===== src/rtl/mips_fetch_pkg.sv =====
// Shared types and constants for the instruction-fetch stage.
//   fetch_state_e : fetch sequencer states
//   fetch_pkt_t   : instruction/PC pair handed to IF/ID
//   NOP, PC_INCR, ALIGN_MASK, align_pc()
package mips_fetch_pkg;

  localparam int unsigned XLEN = 32;

  typedef enum logic [1:0] {
    S_BOOT  = 2'd0,
    S_FETCH = 2'd1,
    S_HALT  = 2'd2
  } fetch_state_e;

  typedef struct packed {
    logic [XLEN-1:0] instr;
    logic [XLEN-1:0] pc;
  } fetch_pkt_t;

  // MIPS sll $0,$0,0
  localparam logic [XLEN-1:0] NOP        = 32'h0000_0000;
  localparam logic [XLEN-1:0] PC_INCR    = 32'd4;
  localparam logic [XLEN-1:0] ALIGN_MASK = 32'hFFFF_FFFC;

  // Force a byte address onto a word boundary.
  function automatic logic [XLEN-1:0] align_pc(input logic [XLEN-1:0] addr);
    return addr & ALIGN_MASK;
  endfunction

endpackage


===== src/rtl/if_fetch_unit_if.sv =====
// Instruction-memory read handshake.
//   imem_req/imem_addr   : request from the fetch unit
//   imem_rdata/imem_ready: response from memory (rdata valid only with ready)
// Modports: master = fetch unit, slave = instruction memory.
interface if_fetch_unit_if;
  import mips_fetch_pkg::*;

  logic            imem_req;
  logic [XLEN-1:0] imem_addr;
  logic [XLEN-1:0] imem_rdata;
  logic            imem_ready;

  modport master (
    output imem_req,
    output imem_addr,
    input  imem_rdata,
    input  imem_ready
  );

  modport slave (
    input  imem_req,
    input  imem_addr,
    output imem_rdata,
    output imem_ready
  );

endinterface


===== src/rtl/fetch_hold_buf.sv =====
// Single-entry instruction/PC holding register between memory and IF/ID.
//   clk, reset   : clock, async active-low reset
//   load_i       : capture pkt_i (accepted memory response)
//   flush_i      : discard held entry (redirect), highest priority
//   drain_i      : downstream consumed the entry this edge
//   pkt_i        : incoming instruction/PC
//   pkt_o/valid_o: held instruction/PC and its valid flag
module fetch_hold_buf
  import mips_fetch_pkg::*;
#(
  parameter logic [XLEN-1:0] RESET_PC  = 32'h0000_0000,
  parameter logic [XLEN-1:0] NOP_INSTR = NOP
) (
  input  logic       clk,
  input  logic       reset,
  input  logic       load_i,
  input  logic       flush_i,
  input  logic       drain_i,
  input  fetch_pkt_t pkt_i,
  output fetch_pkt_t pkt_o,
  output logic       valid_o
);

  fetch_pkt_t pkt_q;
  logic       valid_q;

  // Instruction falls back to NOP whenever the entry is invalidated, so the
  // output never needs a mux behind the register.
  always_ff @(posedge clk or negedge reset) begin
    if (!reset) begin
      pkt_q.instr <= NOP_INSTR;
      pkt_q.pc    <= RESET_PC;
      valid_q     <= 1'b0;
    end else if (flush_i) begin
      pkt_q.instr <= NOP_INSTR;
      valid_q     <= 1'b0;
    end else if (load_i) begin
      pkt_q       <= pkt_i;
      valid_q     <= 1'b1;
    end else if (drain_i) begin
      pkt_q.instr <= NOP_INSTR;
      valid_q     <= 1'b0;
    end
  end

  assign pkt_o   = pkt_q;
  assign valid_o = valid_q;

endmodule


===== src/rtl/if_fetch_unit.sv =====
// Instruction-fetch stage: owns the fetch PC, runs the imem handshake,
// applies redirects and holds one instruction while IF/ID stalls.
//   clk, reset        : clock, async active-low reset
//   stall_in          : downstream hold (0 = IF/ID samples this edge)
//   redirect_valid/_target : taken branch/jump, target low bits ignored
//   halt_in           : stop fetching until the next redirect
//   imem              : if_fetch_unit_if.master memory handshake
//   instruction_out, pc_out, fetch_valid : registered IF/ID payload
//   perf_fetched, perf_stall_cycles : counters, live only when
//                       IF_FETCH_PERF_CNT_EN is defined, else tied to 0
module if_fetch_unit
  import mips_fetch_pkg::*;
#(
  parameter logic [XLEN-1:0] RESET_PC  = 32'h0000_0000,
  parameter logic [XLEN-1:0] NOP_INSTR = NOP
) (
  input  logic                 clk,
  input  logic                 reset,
  input  logic                 stall_in,
  input  logic                 redirect_valid,
  input  logic [XLEN-1:0]      redirect_target,
  input  logic                 halt_in,
  if_fetch_unit_if.master      imem,
  output logic [XLEN-1:0]      instruction_out,
  output logic [XLEN-1:0]      pc_out,
  output logic                 fetch_valid,
  output logic [XLEN-1:0]      perf_fetched,
  output logic [XLEN-1:0]      perf_stall_cycles
);

  fetch_state_e    state_q;
  logic [XLEN-1:0] pc_q;
  logic            buf_valid;
  logic            capture_c;
  fetch_pkt_t      buf_pkt;
  fetch_pkt_t      cap_pkt;

  // Request is suppressed while a stalled entry is held or a redirect is
  // changing the address, so imem_addr stays stable across wait states.
  assign imem.imem_req  = (state_q == S_FETCH) && !(buf_valid && stall_in)
                          && !redirect_valid;
  assign imem.imem_addr = pc_q;
  assign capture_c      = imem.imem_req && imem.imem_ready;

  assign cap_pkt.instr = imem.imem_rdata;
  assign cap_pkt.pc    = pc_q;

  // Sequencer and fetch PC; redirect overrides everything except reset.
  always_ff @(posedge clk or negedge reset) begin
    if (!reset) begin
      state_q <= S_BOOT;
      pc_q    <= RESET_PC;
    end else if (redirect_valid) begin
      state_q <= S_FETCH;
      pc_q    <= align_pc(redirect_target);
    end else begin
      if (capture_c) begin
        pc_q <= XLEN'(pc_q + PC_INCR);
      end
      case (state_q)
        S_BOOT:  state_q <= S_FETCH;
        S_FETCH: if (halt_in) state_q <= S_HALT;
        S_HALT:  state_q <= S_HALT;
        default: state_q <= S_BOOT;
      endcase
    end
  end

  fetch_hold_buf #(
    .RESET_PC  (RESET_PC),
    .NOP_INSTR (NOP_INSTR)
  ) u_hold_buf (
    .clk     (clk),
    .reset   (reset),
    .load_i  (capture_c),
    .flush_i (redirect_valid),
    .drain_i (!stall_in),
    .pkt_i   (cap_pkt),
    .pkt_o   (buf_pkt),
    .valid_o (buf_valid)
  );

  assign instruction_out = buf_pkt.instr;
  assign pc_out          = buf_pkt.pc;
  assign fetch_valid     = buf_valid;

`ifdef IF_FETCH_PERF_CNT_EN
  logic [XLEN-1:0] perf_fetched_q;
  logic [XLEN-1:0] perf_stall_q;

  // Free-running wrapping event counters.
  always_ff @(posedge clk or negedge reset) begin
    if (!reset) begin
      perf_fetched_q <= '0;
      perf_stall_q   <= '0;
    end else begin
      if (capture_c) begin
        perf_fetched_q <= XLEN'(perf_fetched_q + XLEN'(1));
      end
      if (stall_in && buf_valid) begin
        perf_stall_q <= XLEN'(perf_stall_q + XLEN'(1));
      end
    end
  end

  assign perf_fetched      = perf_fetched_q;
  assign perf_stall_cycles = perf_stall_q;
`else
  assign perf_fetched      = '0;
  assign perf_stall_cycles = '0;
`endif

endmodule

===== src/flat_wrapper.sv =====
// flat-port wrapper written by rule: the top's interface ports become plain ports
module if_fetch_unit_flat import mips_fetch_pkg::*;
#(
  parameter logic [XLEN-1:0] RESET_PC  = 32'h0000_0000,
  parameter logic [XLEN-1:0] NOP_INSTR = NOP
)
  (clk, reset, stall_in, redirect_valid, redirect_target, halt_in, instruction_out, pc_out, fetch_valid, perf_fetched, perf_stall_cycles, imem_imem_req, imem_imem_addr, imem_imem_rdata, imem_imem_ready);
  if_fetch_unit_if imem_i ();
  input  logic clk;
  input  logic reset;
  input  logic stall_in;
  input  logic redirect_valid;
  input  logic [XLEN-1:0] redirect_target;
  input  logic halt_in;
  output logic [XLEN-1:0] instruction_out;
  output logic [XLEN-1:0] pc_out;
  output logic fetch_valid;
  output logic [XLEN-1:0] perf_fetched;
  output logic [XLEN-1:0] perf_stall_cycles;
  output wire logic [$bits(imem_i.imem_req)-1:0] imem_imem_req;
  output wire logic [$bits(imem_i.imem_addr)-1:0] imem_imem_addr;
  input wire logic [$bits(imem_i.imem_rdata)-1:0] imem_imem_rdata;
  input wire logic [$bits(imem_i.imem_ready)-1:0] imem_imem_ready;
  assign imem_imem_req = imem_i.imem_req;
  assign imem_imem_addr = imem_i.imem_addr;
  assign imem_i.imem_rdata = imem_imem_rdata;
  assign imem_i.imem_ready = imem_imem_ready;
  if_fetch_unit #(.RESET_PC(RESET_PC), .NOP_INSTR(NOP_INSTR)) u_core (.clk(clk), .reset(reset), .stall_in(stall_in), .redirect_valid(redirect_valid), .redirect_target(redirect_target), .halt_in(halt_in), .imem(imem_i), .instruction_out(instruction_out), .pc_out(pc_out), .fetch_valid(fetch_valid), .perf_fetched(perf_fetched), .perf_stall_cycles(perf_stall_cycles));
endmodule

===== config.mk =====
export PLATFORM = sky130hd
export DESIGN_NAME = if_fetch_unit_flat
export DESIGN_NICKNAME = d
export VERILOG_FILES = /design/src/rtl/mips_fetch_pkg.sv /design/src/rtl/if_fetch_unit_if.sv /design/src/rtl/fetch_hold_buf.sv /design/src/rtl/if_fetch_unit.sv /design/src/flat_wrapper.sv
export SDC_FILE = /design/constraint.sdc
export NUM_CORES = 1
export LEC_CHECK = 0
export CAP_MARGIN = 10
export CORE_MARGIN = 2
export CORE_UTILIZATION = 41
export CTS_BUF_LIST = sky130_fd_sc_hd__clkbuf_8 sky130_fd_sc_hd__clkbuf_16
export CTS_CLUSTER_DIAMETER = 60
export DETAILED_ROUTE_END_ITERATION = 12
export GPL_ROUTABILITY_DRIVEN = 0
export GPL_TIMING_DRIVEN = 0
export PLACE_DENSITY = 0.81
export SLEW_MARGIN = 20
export SYNTH_ARGS = -nofsm -noshare
export SYNTH_HDL_FRONTEND = slang
export SYNTH_SLANG_ARGS = --single-unit

===== constraint.sdc =====
create_clock -name clk -period 2.3 [get_ports clk]
set_input_delay 0.23 -clock clk [delete_from_list [all_inputs] [get_ports clk]]
set_output_delay 0.23 -clock clk [all_outputs]
set_load 0.01 [all_outputs]

==> run summary <==
number of enable flip-flop cells after synthesis -> 0
Yosys reg bits -> 95
post-synthesis cell count -> 493
GRT Overall Usage -> 0.228
Worst Hold Class -> input port to async pin
Yosys warning total -> 0
global-route wire length before repair -> 22,700 um
routed vias -> 4,420
area share of the largest cell type after synthesis -> 0.502
Final Hold Viols -> 0
multi-input combinational cell area -> 1970 um2
CTS Buf Count -> 9
post-synth top area cell -> dfrtp_1
Main synth FF type -> dfrtp_1
worst skew pair latency -> 0.34 ns
Avg WL per Cell -> 16.1 um
Finished Layout Cells -> 881
Final period util -> 0.975
count of final max-slew check failures -> 0
worst reg-to-reg path cell count -> 7
Core ar. -> 11,300 um2
Post-Syn Area -> 4730 um2
MaxCap Viol Count -> 0
initial antenna violation count -> 0
slew margin rel. -> 0.579
finished layout cell area -> 7160 um2
worst-case clock buffer depth -> 2
f_max -> 446 MHz
Area Overhead vs Synth -> 51.2%
measured slew at the worst slew-check pin -> 0.631 ns
Worst setup EP type -> flop
Post-Route WL -> 14,200 um
DIE WIDTH -> 111 um
crit path time final -> 2.24 ns
Final #Nets -> 806
largest net degree at the start of global routing -> 53
Synth cell types -> 52
Initial DRC Count -> 266
drt drc -> 0
critical path class -> flop to flop
Clock Skew -> 0.00819 ns
die outline height -> 111 um
LEAKAGE -> 3.37 nW
number of global-route vias before repair -> 4,444
required time worst endpoint -> 2.56 ns
TritonCTS clock tree -> built
Pre-Repair DR Iteration Count -> 4
quantity of I/O buffers inserted on ports -> 161
ANT cells -> 0
P per Cell Area -> 786 nW/um2
status -> completed
htree depth -> 3
element type at the critical path start -> flop
top cells by count, synth -> nand2_1, dfrtp_1, buf_4, a22o_1
asr flop ratio synth -> 1.00
clk sink count -> 95
Core Rows -> 39
Antenna Nets Post-Route -> 0
Area after DPL -> 6810 um2
sequential element share of the synthesized area -> 0.502
dpl cells -> 865
synth top area cells -> dfrtp_1, buf_4, nand2_1
layout cell share with drive strength beyond 1 -> 0.159
boundary pin count -> 232
leading cell type by number of instances after synthesis -> nand2_1
Die Footprint -> 12,400 um2
Clock Pin Slew Worst Setup and Hold Paths -> 0.07 ns
aggregate global routing overflow -> 0
fillers -> 917
HPWL after DPL -> 10,500 um
register area -> 2380 um2
Max rail drop VDD -> 0.462 mV
worst path arrival time -> 2.50 ns
Crit Path Max Fanout -> 8
root cell of the clock tree -> clkbuf_16
Synth Area per Inst -> 9.60 um2
utilization after layout -> 0.632
vias per cell -> 5.02
setup violators final -> 0
initial core utilization -> 0.418
cell families after synthesis:
logic type | Yosys count | synth area share
xor+xnor | 2 | 0.00370
flops | 95 | 0.502
buf+inv | 107 | 0.140
compound gates | 106 | 0.168
fa+ha+maj | 3 | 0.00793
mux | 3 | 0.00634
other cells | 1 | 0.000792
simple gates | 176 | 0.172
critical path, stage by stage, from the launching register on:
cell and delay (ns):
dfrtp_2 0.43, ha_4 0.17, nand4_1 0.13, or4b_1 0.49, buf_2 0.19, or3_4 0.40
o31ai_2 0.19, o21bai_1 0.15
report_power, final:
| group | internal [W] | leakage [nW] | switching [W] | total [W] |
|---|---|---|---|---|
| Sequential | 0.00204 | 1.21 | 0.000298 | 0.00234 |
| Clock | 0.000788 | 0.131 | 0.000631 | 0.00142 |
| Combinational | 0.00104 | 2.02 | 0.000833 | 0.00187 |
| Total | 0.00387 | 3.37 | 0.00176 | 0.00563 |
final cells by class:
| type | count | share of cell area |
|---|---|---|
| Buffer | 94 | 0.0890 |
| Clock buffer | 11 | 0.0353 |
| Clock inverter | 5 | 0.00472 |
| Inverter | 11 | 0.00577 |
| Multi-Input combinational cell | 358 | 0.276 |
| Sequential cell | 95 | 0.333 |
| Tap cell | 143 | 0.0250 |
| Timing Repair Buffer | 164 | 0.232 |
routing by layer:
metal,wire [um],vias up,GRT usage
met5,0,-,0
met4,284,0,0.0741
met3,1370,22,0.0648
met2,6750,221,0.391
met1,5770,2104,0.280
li1,-,2073,-
flip-flops by register name (all words and copies together), names as in the netlist:
name	cells
u_core.u_hold_buf.pkt_o	62
u_core.imem.imem_addr	30
u_core.state_q	2
u_core.u_hold_buf.valid_o	1
timing repair:
action | CTS | global route
endpoints found under the hold margin | 43 | 0
buffers inserted | 0 | 1
setup endpoints to repair | 74 | 61
gates resized for setup | 15 | 15
pin swaps | 0 | 0
hold buffers | 1 | 0
placed cells by master (no fill, tap or decap), types with 5 or more instances in the layout:
master | Yosys | routed
conb_1 | 1 | 68
a22o_1 | 32 | 32
a21oi_1 | 8 | 8
dfrtp_2 | 0 | 5
nand4_1 | 9 | 9
clkbuf_2 | 0 | 9
and3_1 | 8 | 8
clkdlybuf4s50_1 | 0 | 160
inv_1 | 11 | 12
buf_4 | 68 | 69
clkbuf_1 | 24 | 11
o21ai_0 | 24 | 24
clkbuf_16 | 0 | 9
o211ai_1 | 7 | 7
o311ai_0 | 7 | 7
nand3_1 | 14 | 14
dfrtp_1 | 95 | 90
nor3_1 | 5 | 5
nand2_1 | 104 | 104
nor2_1 | 13 | 11
through the flow:
stage,total power (W),hold WS (ns),setup slack [ns],TNS (ns)
floorplan,0.00310,-0.0656,0.157,0
global placement,0.00415,0.457,-2.43,-245.09
detailed placement,0.00421,0.180,-0.476,-17.41
CTS,0.00564,0.393,0.00398,0
global route,0.00594,0.418,-0.00435,-0.00435
finish,0.00563,0.380,0.0579,0
final timing paths:
path	endpoint	slack, ns	startpoint
min	u_core.u_hold_buf.pkt_o[17]	0.38	reset
max	u_core.imem.imem_addr[24]	0.06	u_core.imem.imem_addr[3]
max reg2reg	u_core.imem.imem_addr[24]	0.06	u_core.imem.imem_addr[3]
min reg2reg	u_core.u_hold_buf.pkt_o[9]	0.48	u_core.u_hold_buf.pkt_o[9]
max in group asynchronous	u_core.imem.imem_addr[10]	1.31	reset
min in group clk	u_core.imem.imem_addr[2]	0.47	redirect_target[2]
Power figures use the tool's default switching activity.
